### src/rtl/fibonacci_pkg.sv
// Shared encodings for the Fibonacci term streamer.
// FSM states, overflow-policy modes and the mode decoder.
package fibonacci_pkg;

    typedef enum logic [1:0] {
        S_IDLE = 2'd0,
        S_RUN  = 2'd1,
        S_DONE = 2'd2
    } state_e;

    typedef enum logic [1:0] {
        MODE_RESTART = 2'b00,
        MODE_HALT    = 2'b01,
        MODE_WRAP    = 2'b10
    } mode_e;

    // The unused code 11 behaves like WRAP.
    function automatic mode_e decode_mode(input logic [1:0] m);
        case (m)
            2'b00:   decode_mode = MODE_RESTART;
            2'b01:   decode_mode = MODE_HALT;
            default: decode_mode = MODE_WRAP;
        endcase
    endfunction

endpackage

### src/rtl/fibonacci_stream_if.sv
// Valid/ready stream carrying one term and its index.
// The master produces terms; the slave consumes them.
interface fibonacci_stream_if #(
    parameter int WIDTH = 32,
    parameter int IDX_W = 8
);
    logic             out_valid;
    logic             out_ready;
    logic [WIDTH-1:0] out_value;
    logic [IDX_W-1:0] out_index;

    modport master (
        output out_valid,
        output out_value,
        output out_index,
        input  out_ready
    );

    modport slave (
        input  out_valid,
        input  out_value,
        input  out_index,
        output out_ready
    );
endinterface

### src/rtl/fib_step.sv
// One Fibonacci step: WIDTH+1-bit add of two terms.
// The top bit of the add is exported as carry.
module fib_step #(
    parameter int WIDTH = 32
) (
    input  logic [WIDTH-1:0] a,
    input  logic [WIDTH-1:0] b,
    output logic [WIDTH-1:0] sum,
    output logic             carry
);
    assign {carry, sum} = {1'b0, a} + {1'b0, b};
endmodule

### src/rtl/fibonacci_stream.sv
// Streams a Fibonacci-like sequence from two seeds.
// Overflow policy is RESTART, HALT or WRAP.
module fibonacci_stream
    import fibonacci_pkg::*;
#(
    parameter int WIDTH = 32,
    parameter int IDX_W = 8
) (
    input  logic               clk,
    input  logic               reset,
    input  logic               start,
    input  logic [1:0]         mode,
    input  logic [WIDTH-1:0]   seed0,
    input  logic [WIDTH-1:0]   seed1,
    fibonacci_stream_if.master strm,
    output logic               busy,
    output logic               done,
    output logic               overflow
);

    state_e           state, state_n;
    mode_e            mode_q, mode_n;
    logic [WIDTH-1:0] prev, prev_n;
    logic [WIDTH-1:0] curr, curr_n;
    logic [WIDTH-1:0] s0_q, s0_n;
    logic [WIDTH-1:0] s1_q, s1_n;
    logic [IDX_W-1:0] idx, idx_n;
    logic             last, last_n;
    logic             ovf_n;
    logic [WIDTH-1:0] sum;
    logic             carry;
    logic             hs;

    fib_step #(.WIDTH(WIDTH)) u_step (
        .a     (prev),
        .b     (curr),
        .sum   (sum),
        .carry (carry)
    );

    assign hs = (state == S_RUN) && strm.out_ready;

    always_ff @(posedge clk or posedge reset) begin
        if (reset) begin
            state    <= S_IDLE;
            mode_q   <= MODE_RESTART;
            prev     <= '0;
            curr     <= '0;
            s0_q     <= '0;
            s1_q     <= '0;
            idx      <= '0;
            last     <= 1'b0;
            overflow <= 1'b0;
        end else begin
            state    <= state_n;
            mode_q   <= mode_n;
            prev     <= prev_n;
            curr     <= curr_n;
            s0_q     <= s0_n;
            s1_q     <= s1_n;
            idx      <= idx_n;
            last     <= last_n;
            overflow <= ovf_n;
        end
    end

    always_comb begin
        state_n = state;
        mode_n  = mode_q;
        prev_n  = prev;
        curr_n  = curr;
        s0_n    = s0_q;
        s1_n    = s1_q;
        idx_n   = idx;
        last_n  = last;
        ovf_n   = 1'b0;
        unique case (1'b1)
            start: begin
                state_n = S_RUN;
                mode_n  = decode_mode(mode);
                s0_n    = seed0;
                s1_n    = seed1;
                prev_n  = seed0;
                curr_n  = seed1;
                idx_n   = '0;
                last_n  = 1'b0;
            end
            // Carry still shifts so the last representable term is shown.
            (!start && hs && !last): begin
                prev_n = curr;
                curr_n = sum;
                idx_n  = idx + IDX_W'(1);
                ovf_n  = carry;
                if (carry && (mode_q != MODE_WRAP))
                    last_n = 1'b1;
            end
            (!start && hs && last): begin
                if (mode_q == MODE_HALT) begin
                    state_n = S_DONE;
                end else begin
                    prev_n = s0_q;
                    curr_n = s1_q;
                    idx_n  = '0;
                    last_n = 1'b0;
                end
            end
            default: begin
            end
        endcase
    end

    assign strm.out_valid = (state == S_RUN);
    assign strm.out_value = prev;
    assign strm.out_index = idx;
    assign busy           = (state == S_RUN);
    assign done           = (state == S_DONE);

endmodule

### src/flat_wrapper.sv
// flat-port wrapper written by rule: the top's interface ports become plain ports
module fibonacci_stream_flat import fibonacci_pkg::*;
#(
    parameter int WIDTH = 32,
    parameter int IDX_W = 8
)
  (clk, reset, start, mode, seed0, seed1, busy, done, overflow, strm_out_valid, strm_out_value, strm_out_index, strm_out_ready);
  fibonacci_stream_if #(.WIDTH(WIDTH), .IDX_W(IDX_W)) strm_i ();
  input  logic clk;
  input  logic reset;
  input  logic start;
  input  logic [1:0] mode;
  input  logic [WIDTH-1:0] seed0;
  input  logic [WIDTH-1:0] seed1;
  output logic busy;
  output logic done;
  output logic overflow;
  output wire logic [$bits(strm_i.out_valid)-1:0] strm_out_valid;
  output wire logic [$bits(strm_i.out_value)-1:0] strm_out_value;
  output wire logic [$bits(strm_i.out_index)-1:0] strm_out_index;
  input wire logic [$bits(strm_i.out_ready)-1:0] strm_out_ready;
  assign strm_out_valid = strm_i.out_valid;
  assign strm_out_value = strm_i.out_value;
  assign strm_out_index = strm_i.out_index;
  assign strm_i.out_ready = strm_out_ready;
  fibonacci_stream #(.WIDTH(WIDTH), .IDX_W(IDX_W)) u_core (.clk(clk), .reset(reset), .start(start), .mode(mode), .seed0(seed0), .seed1(seed1), .strm(strm_i), .busy(busy), .done(done), .overflow(overflow));
endmodule
### config.mk
export PLATFORM = sky130hd
export DESIGN_NAME = fibonacci_stream_flat
export DESIGN_NICKNAME = d
export VERILOG_FILES = /design/src/rtl/fibonacci_pkg.sv /design/src/rtl/fibonacci_stream_if.sv /design/src/rtl/fib_step.sv /design/src/rtl/fibonacci_stream.sv /design/src/flat_wrapper.sv
export SDC_FILE = /design/constraint.sdc
export NUM_CORES = 1
export LEC_CHECK = 0
export ABC_AREA = 1
export CAP_MARGIN = 20
export CORE_MARGIN = 2
export CORE_UTILIZATION = 50
export CTS_CLUSTER_SIZE = 8
export DETAILED_ROUTE_END_ITERATION = 10
export PLACE_DENSITY = 0.84
export RECOVER_POWER = 50
export SLEW_MARGIN = 20
export SYNTH_ARGS = -nofsm -noshare
export SYNTH_HDL_FRONTEND = slang
export SYNTH_SLANG_ARGS = --single-unit
### constraint.sdc
create_clock -name clk -period 4.5 [get_ports clk]
set_clock_uncertainty 0.2 [all_clocks]
set_input_delay 0.45 -clock clk [delete_from_list [all_inputs] [get_ports clk]]
set_output_delay 0.45 -clock clk [all_outputs]
set_load 0.03 [all_outputs]
==> flow_summary.json <==
{
  "gp_congestion": 0.936,
  "synth_area_leader_cell": "dfrtp_1",
  "synth-edff-count": 0,
  "finalHoldViolations": 0,
  "synth_area_um2": 8750,
  "powerDensity_nw_per_um2": 442,
  "route.detailed.wl_per_inst_um": 15.5,
  "synth-seq-cells": 142,
  "ys_dominant_reg_cell": "dfrtp_1",
  "register_area_um2": 3550,
  "synth_cell_types": 41,
  "worst_setup_path_end_kind": "asynchronous set/reset pin",
  "cts_max_level": 4,
  "worst_skew_pair.late_latency_ns": 0.43,
  "synth-seq-area-share_pct": 40.6,
  "grt_first_pass_wirelength_um": 40000,
  "cts_buffers": 17,
  "post-cts-setup-buffers": 0,
  "clk_pin_slew_ns": 0.06,
  "vdd_ir_drop_max_v": 0.000321,
  "ctsHoldBuffers": 0,
  "finalCritPeriodShare_pct": 61.6,
  "final_max_slew_viol_count": 135,
  "violations": "capacitance limit, slew limit",
  "min_period_ns": 2.77,
  "fin_tns_setup_ns": 0,
  "stdcell_area_um2": 10600,
  "rsz0062_at_grt": "no",
  "synthCells": 1264,
  "drtIter0Drc": 979,
  "synth_most_common_cell": "nand2_1",
  "hold_class": "reg2reg",
  "synth_area_per_cell_um2": 6.92,
  "io_pins": 114,
  "syn_nets": 1368,
  "status": "complete, but fails checks",
  "cts_sinks": 142,
  "p_leak_uw": 0.00536,
  "synthArstFlopShare_pct": 100,
  "required_ns": 4.58,
  "initial_core_util_pct": 50.9,
  "final_nets": 1462,
  "holdWs_ns": 0.271,
  "ys_top_cells_by_area": "dfrtp_1, nand2_1, inv_1",
  "ant_nets": 0,
  "placed_area_um2": 9990,
  "yosys_warnings": 0,
  "setup_viol": 0,
  "port_buffers": 113,
  "dr.pass1.iters": 5,
  "cp-start-kind": "input pin",
  "diodes": 0,
  "cts_root_buf": "clkbuf_16",
  "yosys.area.top_type_share_pct": 40.6,
  "drive_gt1_share_pct": 3.87,
  "syn_to_final_growth_pct": 21.6,
  "grt_pass1_vias": 8019,
  "die_width_um": 136,
  "cts_resized": 0,
  "clk_path_buf_depth": 2,
  "antenna_found_initial": 0,
  "fillCellCount": 1540,
  "overflow": 0,
  "dieArea_um2": 18600,
  "yosys-top-cells-count": "nand2_1, inv_1, dfrtp_1, nor2_1, o21ai_0",
  "critPathArrivalTime_ns": 2.85,
  "fp.coreArea_um2": 17200,
  "worst_pin_slew_ns": 1.78,
  "slew-limit-headroom_pct": -18.3,
  "die_h_um": 136,
  "cts_tree": "done",
  "max_freq_mhz": 361,
  "grt_max_degree": 92,
  "rows": 48,
  "vias": 8609,
  "multi_input_area_um2": 4300,
  "drc": 0,
  "crit_fanout": 84,
  "dp.final_hpwl_um": 17500,
  "path_class": "in2async",
  "drt_wl_total_um": 24700,
  "max-cap-violations": 2,
  "via_per_inst": 5.39,
  "track_usage_pct": 27.6
}
routing by layer:
| layer | global-route usage, % | vias up | part of all wire (%) |
|---|---|---|---|
| met3 | 4.96 | 49 | 8.2 |
| li1 | - | 4193 | - |
| met5 | 0 | - | 0 |
| met4 | 10.4 | 0 | 2.6 |
| met1 | 40.0 | 3981 | 46 |
| met2 | 41.3 | 386 | 44 |
path summary, 6_finish.rpt:
path | endpoint | startpoint | slack, ns | depth (start not counted)
worst max-delay path | u_core.s1_q[31] | reset | 1.73 | 3
worst min register to register | u_core.s0_q[7] | u_core.s0_q[7] | 0.27 | 2
max in group clk | u_core.strm.out_value[20] | strm_out_ready | 1.73 | 10
min in group asynchronous | u_core.s1_q[0] | reset | 0.45 | 2
worst min-delay path | u_core.s0_q[7] | u_core.s0_q[7] | 0.27 | 2
worst max register to register | u_core.strm.out_value[20] | u_core.state[1] | 1.73 | 10
cell usage in the layout, fill, tap and decap left out, types with 2 or more instances in the layout:
cell               n
clkinv_2           3
a21o_1             2
mux2i_1            4
clkbuf_1           4
nand2_1          462
clkbuf_2           2
bufinv_16          6
o21ai_0           84
o21ai_1            5
nand3b_1           2
buf_4              6
a21oi_1           60
nor3_1             6
a211oi_1          13
a221oi_1           2
nand3_1           55
nor2_1           122
clkdlybuf4s50_1  111
ha_1              33
nand2_4            2
or2_2              5
o21bai_1           3
clkbuf_8           2
dfrtp_1          142
a41oi_1           23
o22ai_1            4
clkbuf_16         17
inv_1            166
inv_2              2
nand4_1            2
a31oi_1            3
cell families (layout without fill, tap and decap cells):
| kind of cell | Yosys count | count (layout) | share of synthesized area [%] |
|---|---|---|---|
| DFF | 142 | 142 | 40.6 |
| buffers and inverters | 218 | 325 | 10.2 |
| adders and majority gates | 34 | 34 | 4.95 |
| xor gates and xnor gates | 2 | 2 | 0.200 |
| muxes | 4 | 4 | 0.458 |
| AOI/OAI and AO/OA | 203 | 203 | 13.5 |
| and+or+nand+nor | 661 | 661 | 30.1 |
state kept, by name (all words and copies together) (netlist names):
name and flops:
u_core.strm.out_index 8, u_core.state 2, u_core.mode_q 2, u_core.s1_q 32, u_core.overflow 1, u_core.strm.out_value 32, u_core.curr 32, u_core.last 1
u_core.s0_q 32
critical path, cell delays in order:
cell           delay [ns]
dlygate4sd3_1        0.59
inv_6                0.54
clkbuf_2             1.21
area by class of cell:
| cell class | instances | area share (%) |
|---|---|---|
| Tap cell | 225 | 2.65 |
| Clock buffer | 21 | 4.33 |
| Multi-Input combinational cell | 904 | 40.4 |
| Clock inverter | 11 | 1.99 |
| Timing Repair Buffer | 122 | 11.1 |
| Inverter | 171 | 6.10 |
| Sequential cell | 142 | 33.4 |
stage by stage:
step	util (%)	std cells	setup WS, ns	power, µW
after floorplan	-	1264	0.0404	2590
after global placement	58.2	1564	1.48	3040
after detailed placement	58.2	1564	1.37	3070
after CTS	62.1	1596	1.78	4690
after global routing	61.9	1596	1.25	4970
final	61.9	1596	1.73	4700
report_power, final:
part	leakage (µW)	internal (µW)	switching, µW
logic	0.00333	543	976
clock network	0.000327	1070	553
registers	0.00170	1430	136
Power figures use the tool's default switching activity.
